**src/rtl/grf_dump_if.sv**
```systemverilog
// GRF read port plus the indexed dump word stream, bundled for grf_dump.
// master = the dumper, slave = GRF / consumer side.
interface grf_dump_if #(
    parameter int AW = 5
);
    logic [AW-1:0] rd_addr;
    logic [31:0]   rd_data;
    logic          dump_valid;
    logic          dump_ready;
    logic [AW-1:0] dump_idx;
    logic [31:0]   dump_data;

    modport master (
        output rd_addr,
        input  rd_data,
        output dump_valid,
        input  dump_ready,
        output dump_idx,
        output dump_data
    );

    modport slave (
        input  rd_addr,
        output rd_data,
        input  dump_valid,
        output dump_ready,
        input  dump_idx,
        input  dump_data
    );
endinterface

```
**src/rtl/grf_dump.sv**
```systemverilog
// Walks GRF indices 0..NUM_REGS-1, streams (idx, value) words and a running checksum.
// Latency: first word one cycle after the scan starts; two cycles per word at best.
// Backpressure: a word holds stable in HOLD for as long as dump_ready stays low.
module grf_dump #(
    parameter int NUM_REGS  = 32,
    parameter int AW        = 5,
    parameter int SKIP_ZERO = 0
) (
    input  logic            clk,
    input  logic            rst,
    input  logic            start,
    grf_dump_if.master      bus,
    output logic            busy,
    output logic            done,
    output logic [31:0]     checksum
);

    typedef enum logic [1:0] {
        S_IDLE = 2'd0,
        S_READ = 2'd1,
        S_HOLD = 2'd2,
        S_DONE = 2'd3
    } state_t;

    localparam logic [AW-1:0] LAST_IDX = AW'(NUM_REGS - 1);
    localparam logic [AW-1:0] IDX_ONE  = AW'(1);
    localparam bit            SKIP     = (SKIP_ZERO != 0);

    state_t        state;
    logic [AW-1:0] idx;
    logic          last;
    logic          skip_word;

    assign last      = (idx == LAST_IDX);
    assign skip_word = SKIP && (bus.rd_data == 32'd0);

    // The index is only meaningful to the GRF while scanning; park at 0 otherwise.
    assign bus.rd_addr = (state == S_READ || state == S_HOLD) ? idx : '0;

    always_ff @(posedge clk) begin
        if (rst) begin
            state          <= S_IDLE;
            idx            <= '0;
            checksum       <= 32'd0;
            busy           <= 1'b0;
            done           <= 1'b0;
            bus.dump_valid <= 1'b0;
            bus.dump_idx   <= '0;
            bus.dump_data  <= 32'd0;
        end else begin
            case (state)
                S_IDLE: begin
                    done <= 1'b0;
                    busy <= 1'b0;
                    if (start) begin
                        idx      <= '0;
                        checksum <= 32'd0;
                        busy     <= 1'b1;
                        state    <= S_READ;
                    end
                end

                S_READ: begin
                    // Skipped words still contribute to the checksum.
                    checksum <= checksum + bus.rd_data;
                    if (skip_word) begin
                        if (last) begin
                            done  <= 1'b1;
                            state <= S_DONE;
                        end else begin
                            idx <= idx + IDX_ONE;
                        end
                    end else begin
                        bus.dump_data  <= bus.rd_data;
                        bus.dump_idx   <= idx;
                        bus.dump_valid <= 1'b1;
                        state          <= S_HOLD;
                    end
                end

                S_HOLD: begin
                    if (bus.dump_ready) begin
                        bus.dump_valid <= 1'b0;
                        if (last) begin
                            done  <= 1'b1;
                            state <= S_DONE;
                        end else begin
                            idx   <= idx + IDX_ONE;
                            state <= S_READ;
                        end
                    end
                end

                S_DONE: begin
                    done  <= 1'b0;
                    busy  <= 1'b0;
                    state <= S_IDLE;
                end

                default: begin
                    state <= S_IDLE;
                end
            endcase
        end
    end

endmodule
```
**src/flat_wrapper.sv**
```systemverilog
// flat-port wrapper written by rule: the top's interface ports become plain ports
module grf_dump_flat 
#(
    parameter int NUM_REGS  = 32,
    parameter int AW        = 5,
    parameter int SKIP_ZERO = 0
)
  (clk, rst, start, busy, done, checksum, bus_rd_addr, bus_rd_data, bus_dump_valid, bus_dump_ready, bus_dump_idx, bus_dump_data);
  grf_dump_if #(.AW(AW)) bus_i ();
  input  logic clk;
  input  logic rst;
  input  logic start;
  output logic busy;
  output logic done;
  output logic [31:0] checksum;
  output wire logic [$bits(bus_i.rd_addr)-1:0] bus_rd_addr;
  input wire logic [$bits(bus_i.rd_data)-1:0] bus_rd_data;
  output wire logic [$bits(bus_i.dump_valid)-1:0] bus_dump_valid;
  input wire logic [$bits(bus_i.dump_ready)-1:0] bus_dump_ready;
  output wire logic [$bits(bus_i.dump_idx)-1:0] bus_dump_idx;
  output wire logic [$bits(bus_i.dump_data)-1:0] bus_dump_data;
  assign bus_rd_addr = bus_i.rd_addr;
  assign bus_i.rd_data = bus_rd_data;
  assign bus_dump_valid = bus_i.dump_valid;
  assign bus_i.dump_ready = bus_dump_ready;
  assign bus_dump_idx = bus_i.dump_idx;
  assign bus_dump_data = bus_i.dump_data;
  grf_dump #(.NUM_REGS(NUM_REGS), .AW(AW), .SKIP_ZERO(SKIP_ZERO)) u_core (.clk(clk), .rst(rst), .start(start), .bus(bus_i), .busy(busy), .done(done), .checksum(checksum));
endmodule
```
**config.mk**
```make
export PLATFORM = sky130hd
export DESIGN_NAME = grf_dump_flat
export DESIGN_NICKNAME = d
export VERILOG_FILES = /design/src/rtl/grf_dump_if.sv /design/src/rtl/grf_dump.sv /design/src/flat_wrapper.sv
export SDC_FILE = /design/constraint.sdc
export NUM_CORES = 1
export LEC_CHECK = 0
export ABC_AREA = 0
export CORE_MARGIN = 2
export CORE_UTILIZATION = 45
export DETAILED_ROUTE_END_ITERATION = 10
export GPL_TIMING_DRIVEN = 0
export PLACE_DENSITY_LB_ADDON = 0.3
export SYNTH_ARGS = -nofsm -noshare
export SYNTH_HDL_FRONTEND = slang
export SYNTH_SLANG_ARGS = --single-unit
```
**constraint.sdc**
```tcl
create_clock -name clk -period 4.5 [get_ports clk]
set_clock_uncertainty 0.05 [all_clocks]
set_input_delay 0.675 -clock clk [delete_from_list [all_inputs] [get_ports clk]]
set_output_delay 0.675 -clock clk [all_outputs]
set_load 0.02 [all_outputs]
```
==> impl_metrics.ini <==
[sta]
fin_setup_tns_ns = 0
min_period_over_period = 0.784
finalSetupViolations = 0
rsz0062_at_grt = no
period_minus_slack_ns = 3.53
worstMarginPinSlew_ns = 0.829
slew_headroom = 0.447
timing.fmax_mhz = 283
final-hold-violation-count = 0
drv_slew = 0
setup_ws_ns = 0.972

[finish]
drive_gt1_frac = 0.0422
final_area_um2 = 5940
finalNetCount = 709
area_growth_pct = 32.9
final_cells = 773
diodes = 0

[critical_path]
reg2reg_depth = 11
worstPathArrival_ns = 3.77
path_class = in -> reg
crit_chain = clkdlybuf4s50_1 > ha_1 > clkbuf_1 > a21oi_1 > o21ai_0 > a211o_1 > o31ai_1 > o311ai_0 > a31oi_1 > xor2_1 > a21oi_1 > o22ai_1
rrSetupSlack_ns = 1.43
cpMostUsedCell = a21oi_1
r2r_start = u_core.checksum[14]
r2r_end = u_core.checksum[31]
crit_end = u_core.checksum[31]
cpPeakStageDelay_ns = 0.62
path_max_fanout = 7
cp-start-kind = primary input
critPathSlowestCell = o31ai_1
cp-startpoint = bus_rd_data[14]
cp-end-kind = flip-flop
worst-endpoint-required_ns = 4.74

[synthesis]
ys_ff_latch = 79
synth.cell_area_um2 = 4470
syn-num-nets = 586
ys_seq_area_frac = 0.354
synth_top_area_share = 0.354
synthCells = 512
synth_common_cells = dfxtp_1, nor2_1, mux2i_1, ha_1, nand2_1
synth_most_common_cell = dfxtp_1
synthTopCellsByArea = dfxtp_1, ha_1, mux2i_1, nor2_1, a21oi_1
synth_top_cell_by_area = dfxtp_1
synth.avg_cell_area_um2 = 8.73
ys_warn_count = 0
synthFlopType = dfxtp_1
synthArstFlopShare = 0
ys_types = 54
synth_edf_count = 0

[clock_network]
h-tree-depth = 3
clk_path_buf_depth = 2
clk_pin_slew_ns = 0.08
cts-resized-gates = 0
hold_buffers = 0
clock_latency_ns = 0.36
clock_sinks = 79
numCtsBuffers = 9
cts-root-buf = clkbuf_8
cts_tree = built
cts_setup_buffers = 0

[detailed_routing]
wl_per_cell_um = 15.3
routed_wl_um = 11800
firstDrtPassIters = 5
drc = 0
via_count = 4243
via_per_inst = 5.49
drt_iter0_drc = 158
drt.antenna.violating_nets = 0

[grt]
grt_overflow_total = 0
grt_first_pass_wirelength_um = 19500
antenna_found_initial = 0
use_met3 = 0.0434
top_usage_layer = met2
grt_util_met2 = 0.394
use_met1 = 0.257
grt_usage = 0.219
grt_pass1_vias = 4162
grt_max_degree = 14

[placement]
placed_cell_area_um2 = 5760
dp_hpwl_um = 8890
dp_cells = 757
pre_cts_slack_ns = 0.658
io_buffers = 112
place.gp.congestion = 0.851

[die]
rows = 36
die_h_um = 104
ioPinCount = 113
design.die.area_um2 = 10700
die_x_um = 104
core_um2 = 9730
initial_utilization = 0.459

[power_and_ir_drop]
power_mw = 2.32
p_leak_nw = 2.40
vdd_drop_max_mv = 0.226
power_density_nw_per_um2 = 390

[job]
drv_cap = 0

[hold_path]
hp-class = reg -> reg
min_from = u_core.checksum[19]

[outcome]
status = finished clean
[cell type report]
| cell class | count | area [µm²] |
|---|---|---|
| inverters | 10 | 37.5 |
| repair buffers | 112 | 1120 |
| fillers | 867 | 3790 |
| plain buffers | 25 | 100 |
| well taps | 133 | 166 |
| multi-input cells | 398 | 2750 |
| clock inverters | 5 | 32.5 |
| flip-flops and latches | 79 | 1580 |
| clock buffers | 11 | 151 |
[critical path, delay by kind of cell]
family,cells,cell delay (ns)
compound gates,8,1.99
buf+inv,2,0.61
xor+xnor,1,0.19
fa+ha+maj,1,0.30
[report_power, final]
part           internal, mW  switching (mW)  total (mW)
sequential            0.787          0.0592       0.846
clock                 0.229           0.277       0.505
combinational         0.431           0.534       0.966
total                  1.45           0.870        2.32
[layer usage]
layer	up-vias	wire length, µm
li1	2089	-
met1	1990	5110
met2	141	5800
met3	23	690
met4	0	244
met5	-	0
[metrics by stage]
stage / utilization / hold slack (ns)
after floorplan: - / 0.459
after global placement: 0.592 / 0.410
after detailed placement: 0.592 / 0.420
after CTS: 0.611 / 0.433
after global routing: 0.611 / 0.460
final: 0.611 / 0.435
[sequential cells by signal (all words and copies together), names as in the netlist]
| name | count |
|---|---|
| u_core.state | 2 |
| u_core.bus.dump_valid | 1 |
| u_core.busy | 1 |
| u_core.done | 1 |
| u_core.bus.dump_data | 32 |
| u_core.bus.dump_idx | 5 |
| u_core.idx | 5 |
| u_core.checksum | 32 |
[cells in the final DEF, fill, tap and decap left out, types with 6 or more instances in the layout]
cell type / count
clkbuf_8: 11
nor2_1: 73
nand2b_1: 6
xor2_1: 15
dfxtp_1: 79
and2_1: 9
clkbuf_1: 15
nand3_1: 7
o21ai_0: 25
nand2_1: 33
inv_1: 10
a21oi_1: 31
ha_1: 37
clkdlybuf4s50_1: 112
mux2i_1: 40
xnor2_1: 10
a22oi_1: 17
a211oi_1: 6
a21o_1: 15
[kinds of logic (layout without fill, tap and decap cells)]
logic type / count (synthesis) / count (layout) / synth area share
AO/OA/AOI/OAI: 135 / 135 / 0.205
XOR/XNOR: 25 / 25 / 0.0490
adder cells (fa/ha/maj): 38 / 38 / 0.108
multiplexers: 40 / 40 / 0.0896
flip-flops: 79 / 79 / 0.354
AND/OR/NAND/NOR: 160 / 160 / 0.164
buffers and inverters: 35 / 163 / 0.0308
[how the worst min path moves through the flow]
stage	end	cells past startpoint
2_1_floorplan	u_core.bus.dump_idx[4]	2
3_3_place_gp	u_core.checksum[4]	2
3_5_place_dp	u_core.checksum[31]	2
4_1_cts	u_core.checksum[31]	2
5_1_grt	u_core.checksum[27]	2
6_report	u_core.checksum[19]	2
(Power assumes the default switching activity.)
